File: config.mk
export PLATFORM = sky130hd
export DESIGN_NAME = sbentsrc_reader
export DESIGN_NICKNAME = d
export VERILOG_FILES = /design/src/rtl/sbentsrc_reader.sv
export SDC_FILE = /design/constraint.sdc
export NUM_CORES = 1
export LEC_CHECK = 0
export CORE_MARGIN = 1.5
export CORE_UTILIZATION = 40
export CTS_BUF_LIST = sky130_fd_sc_hd__clkbuf_4 sky130_fd_sc_hd__clkbuf_8 sky130_fd_sc_hd__clkbuf_16
export DETAILED_ROUTE_END_ITERATION = 6
export GPL_ROUTABILITY_DRIVEN = 0
export SYNTH_ARGS = -nofsm -noshare
export SYNTH_HDL_FRONTEND = slang
export SYNTH_SLANG_ARGS = --single-unit
File: constraint.sdc
create_clock -name i_clk -period 4 [get_ports i_clk]
set_input_delay 1 -clock i_clk [delete_from_list [all_inputs] [get_ports i_clk]]
set_output_delay 1 -clock i_clk [all_outputs]
set_load 0.01 [all_outputs]
File: src/rtl/sbentsrc_reader.sv
// Entropy-source reader: warmup, repetition-count and adaptive-proportion health
// tests, Von Neumann debiasing and a byte output with ready/valid backpressure.
module sbentsrc_reader #(
    parameter int RNG_WIDTH  = 4,
    parameter int WARMUP     = 64,
    parameter int RCT_CUTOFF = 8,
    parameter int APT_LO     = 16,
    parameter int APT_HI     = 48
) (
    input  logic                 i_clk,
    input  logic                 i_reset_n,
    input  logic                 i_en,
    input  logic                 i_clear,
    input  logic [RNG_WIDTH-1:0] i_rnd,
    output logic                 o_src_en,
    output logic [7:0]           o_data,
    output logic                 o_valid,
    input  logic                 i_ready,
    output logic                 o_alarm
);

    localparam int WW  = $clog2(WARMUP + 1);
    localparam int RCW = $clog2(RCT_CUTOFF + 1);

    typedef enum logic [1:0] {ST_IDLE, ST_WARMUP, ST_RUN, ST_ALARM} state_t;

    state_t state_q, state_d;

    logic           sampling;
    logic           in_run;
    logic           flush;
    logic           raw_bit;

    logic [WW-1:0]  warm_cnt;
    logic           warm_done;

    logic [RNG_WIDTH-1:0] rct_prev;
    logic [RCW-1:0]       rct_cnt;
    logic [RCW-1:0]       rct_cnt_nxt;
    logic                 rct_fail;

    logic [5:0]     apt_idx;
    logic [6:0]     apt_ones;
    logic [6:0]     apt_ones_nxt;
    logic           apt_fail;
    logic           health_fail;

    logic           vn_have;
    logic           vn_first;
    logic           vn_bit_vld;

    logic [7:0]     sr;
    logic [2:0]     sr_cnt;
    logic           sr_full;
    logic [7:0]     out_data;
    logic           out_valid;
    logic           out_free;

    assign raw_bit = ^i_rnd;

    // Health tests look at the sample being taken this cycle.
    assign rct_cnt_nxt  = (rct_cnt != '0 && i_rnd == rct_prev) ? rct_cnt + RCW'(1) : RCW'(1);
    assign rct_fail     = sampling && (rct_cnt_nxt == RCW'(RCT_CUTOFF));
    assign apt_ones_nxt = apt_ones + {6'd0, raw_bit};
    assign apt_fail     = sampling && (apt_idx == 6'd63) &&
                          ((apt_ones_nxt < 7'(APT_LO)) || (apt_ones_nxt > 7'(APT_HI)));
    assign health_fail  = rct_fail | apt_fail;
    assign warm_done    = (warm_cnt == WW'(WARMUP - 1));

    // State register
    always_ff @(posedge i_clk or negedge i_reset_n) begin
        if (!i_reset_n) state_q <= ST_IDLE;
        else            state_q <= state_d;
    end

    // Next-state logic; a health failure outranks disable and warmup completion
    always_comb begin
        state_d = state_q;
        case (state_q)
            ST_IDLE:   if (i_en) state_d = ST_WARMUP;
            ST_WARMUP: begin
                if (health_fail)    state_d = ST_ALARM;
                else if (!i_en)     state_d = ST_IDLE;
                else if (warm_done) state_d = ST_RUN;
            end
            ST_RUN: begin
                if (health_fail) state_d = ST_ALARM;
                else if (!i_en)  state_d = ST_IDLE;
            end
            ST_ALARM:  if (i_clear) state_d = ST_IDLE;
            default:   state_d = ST_IDLE;
        endcase
    end

    // State-derived controls
    always_comb begin
        sampling = 1'b0;
        in_run   = 1'b0;
        flush    = 1'b0;
        case (state_q)
            ST_WARMUP: sampling = 1'b1;
            ST_RUN: begin
                sampling = 1'b1;
                in_run   = 1'b1;
            end
            default: ;
        endcase
        if (state_d == ST_IDLE || state_d == ST_ALARM) flush = 1'b1;
    end

    always_ff @(posedge i_clk or negedge i_reset_n) begin
        if (!i_reset_n) begin
            o_src_en <= 1'b0;
            o_alarm  <= 1'b0;
        end else begin
            o_src_en <= (state_d == ST_WARMUP) || (state_d == ST_RUN);
            o_alarm  <= (state_d == ST_ALARM);
        end
    end

    // Sample-side state: warmup counter, health-test counters, VN pair
    always_ff @(posedge i_clk or negedge i_reset_n) begin
        if (!i_reset_n) begin
            warm_cnt <= '0;
            rct_prev <= '0;
            rct_cnt  <= '0;
            apt_idx  <= '0;
            apt_ones <= '0;
            vn_have  <= 1'b0;
            vn_first <= 1'b0;
        end else if (flush) begin
            warm_cnt <= '0;
            rct_prev <= '0;
            rct_cnt  <= '0;
            apt_idx  <= '0;
            apt_ones <= '0;
            vn_have  <= 1'b0;
            vn_first <= 1'b0;
        end else if (sampling) begin
            rct_prev <= i_rnd;
            rct_cnt  <= rct_cnt_nxt;
            apt_idx  <= apt_idx + 6'd1;
            apt_ones <= (apt_idx == 6'd63) ? 7'd0 : apt_ones_nxt;
            if (!in_run) warm_cnt <= warm_cnt + WW'(1);
            if (in_run) begin
                vn_have  <= ~vn_have;
                vn_first <= raw_bit;
            end
        end
    end

    // 10 -> 1, 01 -> 0: the debiased bit is the first bit of an unequal pair
    assign vn_bit_vld = in_run && vn_have && (vn_first != raw_bit);
    assign out_free   = !out_valid || i_ready;

    // Byte assembly and output register; bits arriving while a byte waits are dropped
    always_ff @(posedge i_clk or negedge i_reset_n) begin
        if (!i_reset_n) begin
            sr        <= '0;
            sr_cnt    <= '0;
            sr_full   <= 1'b0;
            out_data  <= '0;
            out_valid <= 1'b0;
        end else if (flush) begin
            sr        <= '0;
            sr_cnt    <= '0;
            sr_full   <= 1'b0;
            out_data  <= '0;
            out_valid <= 1'b0;
        end else begin
            if (out_valid && i_ready) out_valid <= 1'b0;
            if (sr_full) begin
                if (out_free) begin
                    out_data  <= sr;
                    out_valid <= 1'b1;
                    sr        <= '0;
                    sr_full   <= 1'b0;
                end
            end else if (vn_bit_vld) begin
                if (sr_cnt == 3'd7) begin
                    sr_cnt <= '0;
                    if (out_free) begin
                        out_data  <= {sr[6:0], vn_first};
                        out_valid <= 1'b1;
                        sr        <= '0;
                    end else begin
                        sr      <= {sr[6:0], vn_first};
                        sr_full <= 1'b1;
                    end
                end else begin
                    sr     <= {sr[6:0], vn_first};
                    sr_cnt <= sr_cnt + 3'd1;
                end
            end
        end
    end

    assign o_data  = out_data;
    assign o_valid = out_valid;

endmodule

; Yosys cells after proc, flatten, opt, wreduce, memory -nomap -nowiden
; Index checks and enable logic that the tools add are counted.
[word_totals]
register_bits = 55
in_bits = 9
out_inout_bits = 11
wordCells = 124
[classes]
add_sub_neg = 5
magnitude_cmp = 2
eq_ne = 15
muxes = 57
n_bitwise = 2
n_reduce_logical = 28
[ops]
columns = cell, count
row1 = $mux W8, 12
row2 = $mux W7, 6
row3 = $mux W1, 20
row4 = $mux W4, 5
row5 = $mux W2, 7
row6 = $mux W3, 4
row7 = $mux W6, 2
row8 = $eq A2 B2 Y1 const B, 4
row9 = $pmux W2 S4, 1
row10 = $reduce_and A2 Y1, 4
row11 = $reduce_bool A2 Y1, 4
row12 = $add A7 B1 Y7, 1
row13 = $add A7 B1 Y7 const B, 1
row14 = $eq A7 B6 Y1 const B, 1
row15 = $gt A7 B6 Y1 const B, 1
row16 = $logic_and A1 B1 Y1, 7
row17 = $lt A7 B5 Y1 const B, 1
row18 = $add A6 B1 Y6 const B, 1
row19 = $eq A6 B6 Y1 const B, 1
row20 = $reduce_bool A3 Y1, 2
row21 = $add A4 B1 Y4 const B, 1
row22 = $eq A2 B1 Y1 const B, 2
row23 = $eq A4 B4 Y1, 1
row24 = $eq A4 B4 Y1 const B, 1
row25 = other kinds (15), 19

; Logic depth before layout (Yosys ltp)
; Gate-level depths: netlist of the first run.
[depth]
word_depth = 13
mapped_depth = 16
mapped_depth_nobuf = 15

; Worst setup path after synthesis of the first run
; Ideal clock, no wire load.
[synth_path]
kind = input to register
from = in i_rnd[0]
to = reg rct_cnt[3]
setup_time_ns = 0.126
arrival_time_ns = 3.694
required_time_ns = 3.874
path_slack_ns = 0.180
stages = 16
n_path_buf = 2
cell_sequence = xnor2_1 > xor2_1 > ha_1 > ha_1 > nand3_1 > xor2_1 > nor2_1 > a32oi_1 > a32oi_1 > ha_1 > clkbuf_1 > nor2b_1 > clkbuf_1 > nor3_1 > nand3_1 > o21ai_0
[synth_between]
elab_chain_cells = 12
elab_cells_between_ends = 22
classes_between = add/sub (1) / order compare (2) / eq/ne (3) / mux (7) / bitwise (1) / reduce/logical (8)
[synth_rtl]
columns = item, line_no
row1 = "start, declared", 14  ; input logic [RNG_WIDTH-1:0] i_rnd,
row2 = $reduce_xor A4 Y1 / $eq A4 B4 Y1 (equally long branches), "59, 62"
row3 = $add A7 B1 Y7 / $logic_and A1 B1 Y1 (equally long branches), "64, 62"
row4 = "$lt A7 B5 Y1, or another cell as far along", 66  ; ((apt_ones_nxt < 7'(APT_LO)) || (apt_ones_nxt > 7'(APT_HI)));
row5 = $logic_or A1 B1 Y1 / $eq A4 B4 Y1 (equally long branches), "66, 63"
row6 = "$logic_and A1 B1 Y1, on equally long branches", "65, 63"
row7 = $or A1 B1 Y1 *, 67  ; assign health_fail = rct_fail | apt_fail;
row8 = "$mux W2, on equally long branches", "87, 82"
row9 = $pmux W2 S4 *, 79  ; case (state_q)
row10 = net state_d[1], 27  ; state_t state_q, state_d;
row11 = $eq A2 B2 Y1 / $logic_not A2 Y1 (equally long branches), 108  ; if (state_d == ST_IDLE || state_d == ST_ALARM) flush = 1'b1;
row12 = $logic_or A1 B1 Y1 *, 108
row13 = $mux W1 *, 108
row14 = $mux W4 / $reduce_bool A2 Y1 (equally long branches), --
row15 = "end signal, assigned", 141  ; rct_cnt <= rct_cnt_nxt;
row16 = "end, declared", 38  ; logic [RCW-1:0] rct_cnt;
; The timed path passes the listed nets; every way through them passes the cells marked *. The select of a mux whose other input is x is not followed.
; A chain may end at the register's enable or synchronous reset.

; Worst setup path in the final report of the first run
[layout_path]
from = in i_rnd[1]
to = reg warm_cnt[5]
[layout_between]
elab_chain_cells = 13
elab_cells_between_ends = 23
classes_between = add/sub (1) / order compare (2) / eq/ne (4) / mux (6) / bitwise (1) / reduce/logical (9)
[layout_rtl]
columns = item, line_no
row1 = $reduce_xor A4 Y1 / $eq A4 B4 Y1 (equally long branches), "59, 62"
row2 = $add A7 B1 Y7 / $logic_and A1 B1 Y1 (equally long branches), "64, 62"
row3 = "$lt A7 B5 Y1, or another cell as far along", 66
row4 = $logic_or A1 B1 Y1 / $eq A4 B4 Y1 (equally long branches), "66, 63"
row5 = "$logic_and A1 B1 Y1, on equally long branches", "65, 63"
row6 = $or A1 B1 Y1 *, 67
row7 = "$mux W2, on equally long branches", "87, 82"
row8 = $pmux W2 S4 *, 79
row9 = net state_d[1], 27
row10 = $eq A2 B2 Y1 / $logic_not A2 Y1 (equally long branches), 108
row11 = $logic_or A1 B1 Y1 *, 108
row12 = $mux W1 *, 108
row13 = $ne A2 B1 Y1 (no line) / $reduce_bool A2 Y1 (equally long branches), --
row14 = $reduce_and A2 Y1 (no line), --
row15 = "end signal, assigned", 144  ; if (!in_run) warm_cnt <= warm_cnt + WW'(1);
row16 = "end, declared", 34  ; logic [WW-1:0] warm_cnt;
; The timed path passes the listed nets; every way through them passes the cells marked *.

==> results of run 1 <==
## metal layers
layer	GRT usage (%)	routed length, um	vias to the layer above
met5	0	0	-
met4	5.16	85	0
met3	2.71	111	6
met2	27.0	2920	14
met1	22.4	3000	1099
li1	-	-	1141
## what timing repair did
action | in CTS | in global routing
setup buffers | 4 | 2
endpoints found under the setup margin | 18 | 28
resized for setup | 11 | 9
hold buffers | 0 | 0
pin swaps | 10 | 8
## sequential cells by signal, indices dropped and copies added (netlist names)
| register | cells |
|---|---|
| warm_cnt | 7 |
| o_alarm | 1 |
| rct_cnt | 4 |
| sr | 8 |
| sr_cnt | 3 |
| o_valid | 1 |
| apt_idx | 6 |
| sr_full | 1 |
| apt_ones | 7 |
| o_src_en | 1 |
| o_data | 8 |
| state_q | 2 |
| rct_prev | 4 |
| vn_have | 1 |
| vn_first | 1 |
## power groups by stage
stage / registers (mW) / clock network, mW / logic (mW)
finish: 0.632 / 0.438 / 0.627
global route: 0.639 / 0.479 / 0.699
CTS: 0.632 / 0.456 / 0.615
detailed placement: 0.642 / 0 / 0.600
global placement: 0.642 / 0 / 0.601
floorplan: 0.637 / 0 / 0.391
## layout make-up
class / instances / share of cell area (%)
Multi-Input combinational cell: 228 / 44.3
Sequential cell: 55 / 37.1
Timing Repair Buffer: 46 / 10.8
Tap cell: 99 / 3.34
Clock buffer: 5 / 1.86
Clock inverter: 3 / 1.82
Inverter: 7 / 0.709
## layout by cell type, fill, tap and decap left out, types with 3 or more instances in the layout
master           instances
nor2b_1                 10
o211a_1                  9
xor2_1                   8
buf_4                   26
clkdlybuf4s50_1         14
mux2i_1                 14
nor3b_1                  5
a31oi_1                  4
nand3_1                 20
nor2_1                  10
nor3_1                   6
xnor2_1                 10
nand4b_1                 3
nand2b_1                 3
a21boi_0                 5
and2_1                  14
dlymetal6s2s_1           4
o21ai_0                 21
clkbuf_8                 5
ha_1                    11
nand2_1                 35
dfrtp_1                 55
inv_1                    7
a22o_1                   4
## per-stage QoR
stage	std cells	instance area, um^2
6_report	443	3710
2_1_floorplan	304	3040
5_1_grt	443	3710
3_3_place_gp	429	3440
3_5_place_dp	429	3440
4_1_cts	441	3660
## worst min-delay path by stage
stage                       startpoint  slack (ns)                      end
6_report         o_data[2]$_DFFE_PN0P_        0.53    o_data[2]$_DFFE_PN0P_
5_1_grt          o_data[2]$_DFFE_PN0P_        0.55    o_data[2]$_DFFE_PN0P_
4_1_cts        apt_ones[0]$_DFFE_PN0P_        0.53  apt_ones[0]$_DFFE_PN0P_
3_5_place_dp   apt_ones[0]$_DFFE_PN0P_        0.50  apt_ones[0]$_DFFE_PN0P_
3_3_place_gp   apt_ones[0]$_DFFE_PN0P_        0.50  apt_ones[0]$_DFFE_PN0P_
2_1_floorplan  apt_ones[0]$_DFFE_PN0P_        0.47  apt_ones[0]$_DFFE_PN0P_
## logic make-up after synthesis
kind of cell	Yosys count	share of synthesized area (%)
xor+xnor	23	7.33
fa+ha+maj	13	5.35
mux	14	4.61
compound gates	57	13.7
buf+inv	21	2.92
flops	55	45.3
simple gates	121	20.8
==> reports/metrics.csv, run 1 <==
stage;metric;value;unit
setup_path;crit end category;flop;
grt;pin count of the biggest net entering global routing;47;
logic_synthesis;Post-synth EDFFs;0;
logic_synthesis;Yosys reg bits;55;
die;I/O pins;20;
logic_synthesis;Synth area leaders;dfrtp_1 45%, ha_1 5.4%, mux2i_1 4.6%;
routing;drt first-iter violations;140;
sta;Final WS setup;0.270;ns
power;Static Leak;1.74;nW
cts;CTS sink count;55;
setup_path;CP max stage cell;ha_1;
power;maximum VDD drop;0.000284;V
final_layout;multi-input logic area;1640;um^2
final_layout;FF+latch area;1380;um^2
cts;CTS tree;yes;
grt;Global Route Usage Sum;16.5;%
setup_path;path type of the worst setup path;in -> reg;
sta;fin crit share;93.3;%
worst_hold_path;HP Class;reg -> reg;
cts;CTS buffer count;5;
sta;final setup vio count;0;
setup_path;CP most frequent cell;a32oi_1;
final_layout;final net count;365;
logic_synthesis;Yosys top cell area share;45.3;%
setup_path;crit path DAT;3.93;ns
setup_path;Crit Path Max Fanout;8;
setup_path;r2r setup slk;1.00;ns
sta;final hold violation count;0;
logic_synthesis;register area share after synthesis;45.3;%
cts;clock slew at reported path FFs;0.10;ns
cts;H-tree Lvls;2;
grt;global-route wire length before repair;10900;um
sta;RSZ-0062 raised after global routing;false;
placement;Final HPWL DP;4170;um
power;combinational share of power;36.9;%
cts;CTS root buf;clkbuf_8;
status;status;finished clean;
setup_path;WP buf/inv;2;
logic_synthesis;Synth async-reset ratio;100;%
final_layout;fill count;718;
setup_path;reg2reg start;state_q[0]$_DFF_PN0_;
cts;clock latency on the worst-skew pair;0.31;ns
die;DIE WIDTH;90.2;um
power;clock network power share;25.8;%
final_layout;synthesis-to-finish area growth;22.0;%
placement;Setup WS pre-CTS;-0.474;ns
routing;DRC;0;
die;Rows;31;
setup_path;Crit. Startpoint;i_rnd[1];
die;Starting Density;41.7;%
logic_synthesis;Cells after Synth;304;
sta;max-slew violation count;0;
setup_path;Crit path largest cell delay;0.38;ns
routing;ANT nets after route;0;
grt;initial antenna violation count;0;
power;total chip power;1.70;mW
die;core area;7290;um^2
placement;port buffer count;19;
setup_path;Worst setup SP type;input pin;
final_layout;layout cells sized above 1;15.4;%
routing;vias per inst;5.10;
final_layout;Final Core Density;50.8;%
logic_synthesis;count leader, synth;dfrtp_1;
setup_path;Worst setup endpoint;warm_cnt[5]$_DFFE_PN0P_;
power;P_int;1.13;mW
power;Reg power frac;37.2;%
routing;Initial DRT Pass Iterations;5;
die;Die H;90.2;um
final_layout;Antenna diodes;0;
sta;Fmax;0.268;GHz
sta;Slew @ Worst Pin;1.07;ns
worst_hold_path;Worst Hold Depth;1;
sta;Worst slew margin;28.5;%
grt;Overflow after GRT;0;
logic_synthesis;Yosys top cell by area;dfrtp_1;
logic_synthesis;per-instance average area after synthesis;9.99;um^2
sta;Post-Route Setup TNS;0;ns
die;die area;8130;um^2
logic_synthesis;Post-synth top cells;55 x dfrtp_1, 35 x nand2_1, 22 x o21ai_0;
logic_synthesis;Top FF cell, synth;dfrtp_1;
sta;Worst Skew;0.00804;ns
power;switch share;33.4;%
setup_path;CP required;4.20;ns
routing;via count;2260;
flow_run;Maximum Capacitance Violations;0;
sta;Fin Hold WS;0.531;ns
logic_synthesis;number of synthesis warnings;0;
cts;Clock Tree Buf Depth;2;
grt;number of global-route vias before repair;2271;
power;P_sw;0.566;mW
sta;Final Critical Period;3.73;ns
setup_path;R2R depth;13;
setup_path;critical path depth in cells;16;
setup_path;Reg2Reg Capture Point;warm_cnt[5]$_DFFE_PN0P_;
logic_synthesis;mapped cell area;3040;um^2
logic_synthesis;syn_nets;326;
routing;WL/cell;13.8;um
setup_path;critical-path cell list;dlymetal6s2s_1 > xnor2_2 > xor2_1 > ha_2 > ha_4 > nand3_2 > xor2_2 > nor2_1 > a32oi_1 > a32oi_1 > ha_1 > buf_6 > a21oi_4 > nand3_1 > xnor2_1 > and2_1;
logic_synthesis;synth unique cells;45;
setup_path;critical path's top delay family;XOR/XNOR gates;
routing;final WL;6120;um
power;Cell Pwr Density;458;nW/um^2
(Power assumes the default switching activity.)
==> run 2, diff against run 1 <==
Settings changed: CORE_MARGIN 1.5 to 1.
==> reports/metrics.csv, run 2 (synthesis results as in run 1) <==
stage;metric;value;unit
status;status;finished clean;
final_layout;commonest non-fill, non-tap cell in the layout;dfrtp_1;
routing;vias per inst;5.13;
cts;CTS sink count;55;
routing;met2 WL;2910;um
die;die area;7950;um^2
power;Static Leak;1.77;nW
sta;Worst Skew;0.0113;ns
grt;pin count of the biggest net entering global routing;48;
sta;Fmax;0.272;GHz
sta;Slew @ Worst Pin;1.06;ns
routing;via count;2305;
die;I/O pins;20;
grt;Global Route Usage Sum;16.5;%
cts;CTS tree;yes;
power;Cell Pwr Density;424;nW/um^2
routing;Max Used Layer;met4;
setup_path;path type of the worst setup path;in -> reg;
routing;final WL;6130;um
setup_path;CP max stage cell;ha_1;
die;Starting Density;41.7;%
setup_path;Crit Path Max Fanout;6;
routing;drt first-iter violations;108;
setup_path;Worst setup SP type;input pin;
setup_path;Crit path largest cell delay;0.35;ns
routing;met1 wire length;3010;um
sta;fin crit share;92.0;%
cts;Clock Tree Buf Depth;2;
sta;Final Critical Period;3.68;ns
power;maximum VDD drop;0.000174;V
grt;number of global-route vias before repair;2195;
flow_run;Maximum Capacitance Violations;0;
sta;final setup vio count;0;
placement;port buffer count;19;
setup_path;reg2reg start;state_q[0]$_DFF_PN0_;
final_layout;final net count;371;
routing;routed wl met3;129;um
routing;Initial DRT Pass Iterations;4;
final_layout;Antenna diodes;0;
grt;initial antenna violation count;0;
cts;CTS root buf;clkbuf_8;
sta;final hold violation count;0;
routing;ANT nets after route;0;
cts;clock slew at reported path FFs;0.10;ns
cts;Hold Buf Count CTS;0;
setup_path;WP buf/inv;3;
setup_path;critical-path cell list;dlymetal6s2s_1 > xnor2_2 > xor2_1 > ha_2 > buf_4 > a21boi_0 > nor3_1 > o21ai_1 > a32oi_2 > a32oi_2 > ha_1 > buf_4 > a21oi_2 > nand3_1 > xnor2_1 > and2_1;
cts;H-tree Lvls;2;
setup_path;CP required;4.20;ns
die;Die H;89.2;um
setup_path;critical path's top delay family;compound AO/OA/AOI/OAI gates;
sta;max-slew violation count;0;
final_layout;Finished Cell Area;3750;um^2
routing;DRC;0;
worst_hold_path;Min-Delay Startpoint;apt_ones[0]$_DFFE_PN0P_;
setup_path;crit end category;flop;
placement;Final HPWL DP;4220;um
power;total chip power;1.59;mW
sta;RSZ-0062 raised after global routing;false;
placement;DP Area;3460;um^2
grt;Overflow after GRT;0;
cts;clock latency on the worst-skew pair;0.31;ns
grt;global-route wire length before repair;10100;um
final_layout;layout cells sized above 1;18.0;%
worst_hold_path;HP Class;reg -> reg;
sta;Worst slew margin;29.4;%
routing;WL/cell;13.7;um
die;Rows;31;
setup_path;crit path DAT;3.89;ns
final_layout;synthesis-to-finish area growth;23.4;%
cts;CTS buffer count;5;
die;DIE WIDTH;89.2;um
setup_path;Crit. Startpoint;i_rnd[1];
final_layout;most frequent cells in the layout;55 x dfrtp_1, 35 x nand2_1, 33 x buf_4, 20 x nand3_1, 20 x o21ai_0;
die;core area;7290;um^2
==> run 2: cell types whose count changed in the layout (fill, tap and decap cells not counted), moves of 2 or more <==
cell | previous run | this run
buf_4 | 26 | 33
a32oi_1 | 2 | 0
a32oi_2 | 0 | 2
bufinv_16 | 2 | 0
o21ai_1 | 0 | 2
==> run 2: layout make-up <==
class                           count  area (um^2)
Fill cell                         690         3540
Multi-Input combinational cell    228         1690
Clock buffer                        6         76.3
Sequential cell                    55         1380
Tap cell                           99          124
Inverter                            7         26.3
Timing Repair Buffer               52          443
Clock inverter                      2         12.5
==> run 2: final timing paths <==
path | endpoint | slack (ns) | depth (start not counted)
hold / removal | apt_ones[0]$_DFFE_PN0P_ | 0.53 | 1
setup reg to reg | warm_cnt[5]$_DFFE_PN0P_ | 1.04 | 13
min in group asynchronous | apt_ones[2]$_DFFE_PN0P_ | 0.87 | 1
max in group asynchronous | sr[7]$_DFFE_PN0P_ | 2.39 | 2
hold reg to reg | apt_ones[0]$_DFFE_PN0P_ | 0.53 | 1
setup / recovery | warm_cnt[5]$_DFFE_PN0P_ | 0.32 | 16
==> run 2: power by group <==
group / internal (mW) / total (mW) / switching, mW / leakage [nW]
registers: 0.597 / 0.633 / 0.0358 / 0.762
clock network: 0.130 / 0.312 / 0.183 / 0.0446
logic: 0.301 / 0.645 / 0.344 / 0.962
==> run 2: metal layers <==
layer  track usage, %  vias to the layer above
met5                0                        -
met2             27.8                       30
met1             21.6                     1108
li1                 -                     1161
met4             4.91                        0
met3             3.14                        6
==> run 2: what timing repair did <==
| item | CTS | global route |
|---|---|---|
| setup endpoints to repair | 19 | 49 |
| pin swaps | 8 | 12 |
| buffers inserted | 5 | 5 |
| resized for setup | 8 | 19 |
| cloned | 0 | 0 |
==> run 2: per-stage QoR <==
stage	utilization, %	setup slack, ns	hold WS (ns)	setup TNS (ns)	cells
after floorplan	-	0.180	0.472	0	304
after global placement	47.4	-0.351	0.509	-5.48	431
after detailed placement	47.4	-0.505	0.488	-12.06	431
after CTS	49.6	0.00332	0.521	0	444
after global routing	51.4	0.164	0.561	0	449
final	51.4	0.318	0.531	0	449
